**config.mk**
```make
export PLATFORM = sky130hd
export DESIGN_NAME = led_display_frame_fetch
export DESIGN_NICKNAME = d
export VERILOG_FILES = /design/src/rtl/led_display_frame_fetch.sv
export SDC_FILE = /design/constraint.sdc
export NUM_CORES = 2
export LEC_CHECK = 0
export ABC_AREA = 1
export CORE_MARGIN = 2
export CORE_UTILIZATION = 35
export CTS_CLUSTER_DIAMETER = 30
export CTS_CLUSTER_SIZE = 25
export DETAILED_ROUTE_END_ITERATION = 8
export PLACE_DENSITY = 0.64
export SLEW_MARGIN = 20
export SYNTH_ARGS = -nofsm -noshare
export SYNTH_HDL_FRONTEND = slang
export SYNTH_SLANG_ARGS = --single-unit
```
**constraint.sdc**
```tcl
create_clock -name clk_in -period 3.6 [get_ports clk_in]
set_clock_uncertainty 0.2 [all_clocks]
set_input_delay 0.36 -clock clk_in [delete_from_list [all_inputs] [get_ports clk_in]]
set_output_delay 0.36 -clock clk_in [all_outputs]
set_load 0.05 [all_outputs]
```
**src/rtl/led_display_frame_fetch.sv**
```systemverilog
// Frame fetch for a HUB75-style LED panel: reads 32-bit RGB pixel words from the frame
// memory, builds one bit-plane of one row-pair in a staging buffer, and hands completed
// rows to the display PHY over valid/ready. The next row-plane is fetched into the
// staging buffer while the PHY holds the current one.
module led_display_frame_fetch #(
  parameter int unsigned NUM_COLS    = 64,
  parameter int unsigned NUM_ROWS    = 32,
  parameter int unsigned BIT_DEPTH   = 4,
  parameter int unsigned RAM_LATENCY = 1
) (
  input  logic                  clk_in,
  input  logic                  n_reset_in,
  output logic [31:0]           ram_address_out,
  input  logic [31:0]           ram_rdata_in,
  output logic [6*NUM_COLS-1:0] row_out,
  output logic                  row_valid_out,
  input  logic                  row_ready_in,
  output logic [3:0]            row_address_out,
  output logic [2:0]            plane_out,
  output logic                  frame_start_out
);

  localparam int unsigned NumReads = 2 * NUM_COLS;
  localparam int unsigned IdxW     = $clog2(NumReads);
  localparam int unsigned RowPairs = NUM_ROWS / 2;
  localparam int unsigned RowW     = 6 * NUM_COLS;
  localparam int unsigned BaseW    = $clog2(RowW);
  localparam int unsigned DrainW   = 2;
  localparam logic [IdxW-1:0] LastIdx = IdxW'(NumReads - 1);

  typedef enum logic [1:0] {StIdle, StFetch, StDrain, StFull} state_e;

  state_e                 state_q;
  logic [IdxW-1:0]        fetch_idx_q;
  logic [IdxW-1:0]        cap_idx_q;
  logic [DrainW-1:0]      drain_cnt_q;
  logic [RAM_LATENCY-1:0] tag_q;
  logic [3:0]             row_q;
  logic [2:0]             plane_q;
  logic [RowW-1:0]        stage_q;

  logic             transfer;
  logic             capture;
  logic [31:0]      disp_row;
  logic [10:0]      word_addr;
  logic [2:0]       bit_sel;
  logic [7:0]       r_byte, g_byte, b_byte;
  logic [BaseW-1:0] cap_base;
  logic             unused_rdata;

  // Staging buffer hands over when complete and the output register is free or draining.
  assign transfer = (state_q == StFull) && (!row_valid_out || row_ready_in);
  assign capture  = tag_q[RAM_LATENCY-1];

  // Even fetch index reads the top row, odd index the matching bottom row, same column.
  always_comb begin
    disp_row        = 32'(row_q) + (fetch_idx_q[0] ? 32'(RowPairs) : 32'd0);
    word_addr       = 11'(disp_row * NUM_COLS + 32'(fetch_idx_q[IdxW-1:1]));
    ram_address_out = {21'b0, word_addr};
  end

  // Plane 0 is the channel MSB; captured word lands in the top or bottom triple of its column.
  always_comb begin
    bit_sel  = 3'd7 - plane_q;
    r_byte   = ram_rdata_in[23:16];
    g_byte   = ram_rdata_in[15:8];
    b_byte   = ram_rdata_in[7:0];
    cap_base = BaseW'(6 * 32'(cap_idx_q[IdxW-1:1]) + (cap_idx_q[0] ? 32'd0 : 32'd3));
  end

  assign unused_rdata = ^ram_rdata_in[31:24];

  // Fetch sequencer: issue reads, wait out RAM latency, then hold until handed over.
  always_ff @(posedge clk_in) begin
    if (!n_reset_in) begin
      state_q     <= StIdle;
      fetch_idx_q <= '0;
      drain_cnt_q <= '0;
      row_q       <= '0;
      plane_q     <= '0;
    end else begin
      case (state_q)
        StIdle: begin
          state_q     <= StFetch;
          fetch_idx_q <= '0;
        end
        StFetch: begin
          if (fetch_idx_q == LastIdx) begin
            // Address holds on the last read while draining and full.
            state_q     <= StDrain;
            drain_cnt_q <= '0;
          end else begin
            fetch_idx_q <= fetch_idx_q + IdxW'(1);
          end
        end
        StDrain: begin
          if (drain_cnt_q == DrainW'(RAM_LATENCY - 1)) begin
            state_q <= StFull;
          end else begin
            drain_cnt_q <= drain_cnt_q + DrainW'(1);
          end
        end
        StFull: begin
          if (transfer) begin
            state_q     <= StFetch;
            fetch_idx_q <= '0;
            if (plane_q == 3'(BIT_DEPTH - 1)) begin
              plane_q <= '0;
              row_q   <= (row_q == 4'(RowPairs - 1)) ? 4'd0 : row_q + 4'd1;
            end else begin
              plane_q <= plane_q + 3'd1;
            end
          end
        end
        default: state_q <= StIdle;
      endcase
    end
  end

  // Read-data tags: one bit per issued address, aligned to when its data returns.
  always_ff @(posedge clk_in) begin
    if (!n_reset_in) begin
      tag_q     <= '0;
      cap_idx_q <= '0;
    end else begin
      tag_q[0] <= (state_q == StFetch);
      for (int i = 1; i < RAM_LATENCY; i++) begin
        tag_q[i] <= tag_q[i-1];
      end
      if (capture) begin
        cap_idx_q <= cap_idx_q + IdxW'(1);
      end
    end
  end

  // Staging buffer write of the selected plane bits; untagged data is ignored.
  always_ff @(posedge clk_in) begin
    if (n_reset_in && capture) begin
      stage_q[cap_base +: 3] <= {r_byte[bit_sel], g_byte[bit_sel], b_byte[bit_sel]};
    end
  end

  // Output register: loads on transfer, drops valid only when accepted with nothing ready.
  always_ff @(posedge clk_in) begin
    if (!n_reset_in) begin
      row_out         <= '0;
      row_valid_out   <= 1'b0;
      row_address_out <= '0;
      plane_out       <= '0;
    end else if (transfer) begin
      row_out         <= stage_q;
      row_valid_out   <= 1'b1;
      row_address_out <= row_q;
      plane_out       <= plane_q;
    end else if (row_valid_out && row_ready_in) begin
      row_valid_out <= 1'b0;
    end
  end

  assign frame_start_out = row_valid_out && (row_address_out == 4'd0) && (plane_out == 3'd0);

endmodule

```
# [Yosys cells after proc, flatten, opt, wreduce, memory -nomap -nowiden]
# Index checks and enable logic that the tools add are counted.
[totals] output_inout_bits=425 regBits=802 word_cells=79
[classes] reduce_logical=19 n_lt_le_gt_ge=1 n_eq_ne=11 add_sub_neg=10 multipliers=1 n_mux=23 shifts=2
[op_table] op="bitwise mux 384 bit" n=1
[op_table] op="variable shift 3 x 11 -> 384 bit (first input constant)" n=1
[op_table] op="variable part select 3 x 11 -> 384 bit" n=1
[op_table] op="one-hot mux 7 bit (3 select lines)" n=1
[op_table] op="adder 7 x 1 -> 7 bit (second input constant)" n=2
[op_table] op="two-way mux 7 bit" n=2
[op_table] op="two-way mux 2 bit" n=6
[op_table] op="AND reduction 3 bit" n=4
[op_table] op="adder 11 x 6 -> 11 bit" n=1
[op_table] op="negation 9 -> 11 bit" n=1
[op_table] op="inequality test 2 bit (second input constant)" n=5
[op_table] op="adder 9 x 2 -> 9 bit" n=1
[op_table] op="binary-select mux 1 bit (select 3 bit)" n=3
[op_table] op="multiplier 2 x 6 -> 8 bit (first input constant)" n=1
[op_table] op="one-hot mux 2 bit (4 select lines)" n=1
[op_table] op="equality test 7 bit (second input constant)" n=1
[op_table] op="adder 4 x 5 -> 5 bit" n=1
[op_table] op="logical AND 1 bit" n=5
[op_table] op="two-way mux 1 bit" n=5
[op_table] op="two-way mux 5 bit" n=1
[op_table] op="adder 4 x 1 -> 4 bit (second input constant)" n=1
[op_table] op="equality test 2 bit (second input constant)" n=2
[op_table] op="equality test 4 bit (second input constant)" n=1
[op_table] op="logical NOT 2 bit" n=2
[op_table] op="other kinds (16)" n=17

# [Depth between registers and ports, before layout]
[logic_depth] depth_word=5 ltp_mapped=19 depth_no_buf=18

# [Worst setup path before layout]
# No wires, ideal clock.
[synth_timing] path_type="flip-flop to flip-flop" from="register cap_idx_q[1] (netlist name)" to="register stage_q[48], enable pin" required_time_ps=3101 slack_ps=272 t_arrival_ps=2829 period_less_slack_ps=3328 stages_incl_launch_ff=17 cell_sequence="dfxtp_1 > ha_1 > fa_1 > nand3_1 > nor2_2 > nand3_1 > nand2_1 > nand2_2 > nor2_2 > nand2_1 > nand2_1 > nand2_4 > inv_2 > nand2_2 > buf_2 > buf_2 > nor2_1"
[synth_rtl] item="end signal, assigned by index" line="139" source="stage_q[cap_base +: 3] <= {r_byte[bit_sel], g_byte[bit_sel], b_byte[bit_sel]};"
[synth_rtl] item="end, declared" line="40" source="logic [RowW-1:0] stage_q;"

==> key figures <==
Routing
  • Drt via density: 5.07
  • Routed len/inst: 20.8 um
  • Post-route ant nets: 0
  • Via Count: 29.1k
  • Iter 0 DRT Violations: 3026
  • Total wire length: 120000 um
  • DRC: 0
  • Pre-antenna DRT Iters: 6

STA
  • Final Cycle Share: 0.983
  • RSZ-0062 raised after global routing: true
  • Slew HR: 0.183
  • Slew at the pin with the worst max-slew slack: 1220 ps
  • # setup viols final: 0
  • Final Critical Period: 3540 ps
  • FMAX: 0.283 GHz
  • Final hold violations: 0
  • Count of final max-slew check failures: 0

Synthesis
  • Post-Synth Simple-Gate Area: 0.254
  • Ys Warns: 0
  • Flops & latches, synth: 802
  • Register area share after synthesis: 0.610
  • Post-synthesis mux area share: 0
  • Mean Syn Cell Area: between 8 and 9 um^2
  • Post-synthesis cell area: roughly 33000 um^2
  • Synth Area in Compound Gates: 0.0750
  • Netlist cell types: 48
  • Synth Area in XOR/XNOR: 0.00315
  • Largest family of logic cells by synthesized area: simple AND/OR/NAND/NOR gates
  • Area share of fa/ha/maj cells after synthesis: 0.00944
  • Cells after synthesis: 3760

Die
  • Initial Utilization: 0.355
  • # IOs: 460
  • Core Rows: 111
  • Core area: 91900 um^2
  • Die Wd: 309 um
  • Die area: roughly 96000 um^2
  • Die Y: a little over 300 um

Power and ir drop
  • VDD IR max: between 0.5 and 0.6 mV
  • Total Power: 40.1 mW
  • Power Density: 853 nW/um^2
  • Leakage: 16.0 nW

Setup path
  • Cell breakdown of the critical path: ha_4 -> fa_2 -> nand3_4 -> buf_6 -> xor2_4 -> nor2_2 -> nand2_2 -> nor2_4 -> nand2_2 -> nor2_4 -> buf_6 -> buf_4 -> nor4_4 -> buf_4 -> buf_6 -> nand2_1 -> nor2_1
  • Largest delay contributor family on the critical path: simple AND/OR/NAND/NOR gates
  • CP Buf/Inv Count: 5
  • Worst path most repeated cell: buf_6
  • Req. time, crit path: approximately 3800 ps
  • Slowest CP cell: fa_2
  • Endpoint class of the critical path: flop
  • Worst setup SP type: flop
  • Crit Path Class: flop to flop
  • Slowest stage delay, CP: 640 ps
  • Max FO, Critical Path: 6
  • Worst Path Arrival: 3780 ps

GRT
  • First-pass GRT wire length: 171000 um
  • GRT Resource Usage Total: 0.239
  • Pin count of the biggest net entering global routing: 254
  • Remaining global-route overflow: 0
  • Initial antenna violation count: 1
  • Vias in the first global route: 27.4k

Min path
  • HP Class: input port to flop

Finish
  • Design area: 47000 um^2
  • Fillcell total: around 8.4k
  • Final nets: 4410
  • Fin util: 0.512
  • Share of cells above drive strength 1: 0.158
  • Area grow syn2layout: 44.2%
  • Ant. Diodes: 0

Placed design
  • Placed Area: around 40000 um^2
  • Post-DP HPWL: slightly above 80000 um
  • Routability Congestion: 0.931
  • Count of input and output buffers: 430

Clock tree
  • Clock latency on the worst-skew pair: 760 ps
  • CTS clock-pin slew for the worst setup and hold paths: 40 ps
  • # clock sinks: approximately 800
  • Max clock buf depth: 3
  • Htree depth: 4
  • Root Buffer Master: clkbuf_16
  • Num CTS Buffers: 172
  • CTS tree: done

Run
  • Max cap viols: 0

Status
  • Status: finished, final reports clean
-- report_power, final --
group	switching, mW	total, mW	internal (mW)	leakage, nW
registers	0.631	11.2	10.5	6.14
logic	8.65	12.6	3.91	6.83
clock network	5.41	16.4	11.0	3.01
-- worst paths after layout --
check | start | to | slack (ps) | cells after the start
setup / recovery | cap_idx_q[2]$_SDFFE_PN0P_ | stage_q[80]$_DFFE_PP_ | 60 | 17
hold reg to reg | drain_cnt_q[1]$_SDFFE_PN0P_ | drain_cnt_q[1]$_SDFFE_PN0P_ | 270 | 2
hold / removal | row_ready_in | row_valid_out$_SDFFE_PN0P_ | 150 | 4
setup reg to reg | cap_idx_q[2]$_SDFFE_PN0P_ | stage_q[80]$_DFFE_PP_ | 60 | 17
-- metrics by stage --
step	TNS [ps]	worst slack [ps]	instances	hold WS, ps
global placement	-71.9	-21.3	5389	255
detailed placement	-578	-66.4	5389	265
finish	0	62.3	5743	147
global route	-2710	-78.2	5743	161
floorplan	0	272	3780	240
CTS	-243	-31.4	5713	109
-- cell usage after synthesis (all sizes together) --
cell	instances	area [um^2]
a211oi	3	22.5
a21oi	34	174
xor2	4	50.1
o21bai	1	7.51
buf	118	653
nand2	268	1040
o21a	2	15.0
nor4	4	25.0
a32oi	1	8.76
inv	79	297
o22ai	6	37.5
a22oi	1	7.51
clkbuf	166	623
conb	1	3.75
or2	2	12.5
or4	1	7.51
and2	1	6.26
o211ai	1	7.51
ha	23	288
nor2	1601	6060
dfxtp	418	8370
a21boi	1	7.51
and3	1	6.26
nor3	7	35.0
xnor2	3	52.6
edfxtp	384	11500
a31oi	1	6.26
fa	1	20.0
o21ai	426	2150
nand4	61	382
nand3	138	696
nor3b	2	15.0
-- cell type report --
cell class	instances	area, um^2	share of cell area
Tap cell	1243	1560	0.0331
Multi-Input combinational cell	2616	11800	0.252
Clock buffer	230	5030	0.107
Sequential cell	802	19900	0.423
Clock inverter	93	1180	0.0251
Inverter	79	323	0.00686
Timing Repair Buffer	680	7210	0.153
-- cell usage in the layout, fill, tap and decap left out, types with 7 or more instances in the layout --
cell                n
nand2_2            29
clkinv_2           19
inv_6              10
inv_4               7
conb_1             21
nor2_2             45
edfxtp_1          384
ha_1               21
bufinv_16          15
clkbuf_8           19
clkbuf_16         196
nand4_1            61
buf_4             159
a21oi_1            32
nand2_4            10
buf_6              20
inv_2               8
dfxtp_1           416
o21ai_0           412
nand2_1           228
clkinv_4           13
buf_12             58
inv_1              66
clkbuf_1           24
clkdlybuf4s50_1   429
nand3_1           123
nor2_4             23
nand3_2            12
nor2_1           1533
clkinvlp_4         14
-- registers in the layout, indices dropped and copies added (netlist names) --
name,flops
capture,1
plane_out,3
drain_cnt_q,2
state_q,2
row_address_out,4
row_q,4
row_valid_out,1
fetch_idx_q,7
row_out,384
stage_q,384
cap_idx_q,7
plane_q,3
-- layer usage --
metal / up-vias / GRT usage / routed length [um]
met2: 1402 / 0.380 / 55100
met1: 13944 / 0.314 / 49100
met5: - / 0 / 13
li1: 13522 / - / -
met3: 232 / 0.0576 / 10600
met4: 2 / 0.0986 / 4640
-- worst min-delay path: stages --
cell and delay, ps:
clkdlybuf4s50_1 450, inv_1 50, nand2_1 110, a21oi_1 80
-- repair_timing --
action | in CTS | in global routing
setup buffers | 0 | 19
cloned | 0 | 11
endpoints found under the hold margin | 69 | 0
hold buffers | 1 | 0
pin swaps | 2 | 35
gates resized for setup | 8 | 145
setup endpoints to repair | 37 | 750
-- logic make-up after synthesis --
| family | count (synthesis) |
|---|---|
| xor gates and xnor gates | 7 |
| DFF | 802 |
| other | 1 |
| AOI/OAI and AO/OA | 477 |
| buffers and inverters | 363 |
| adders and majority gates | 24 |
| and+or+nand+nor | 2086 |
Note: power is estimated with default switching activity, not from simulation.
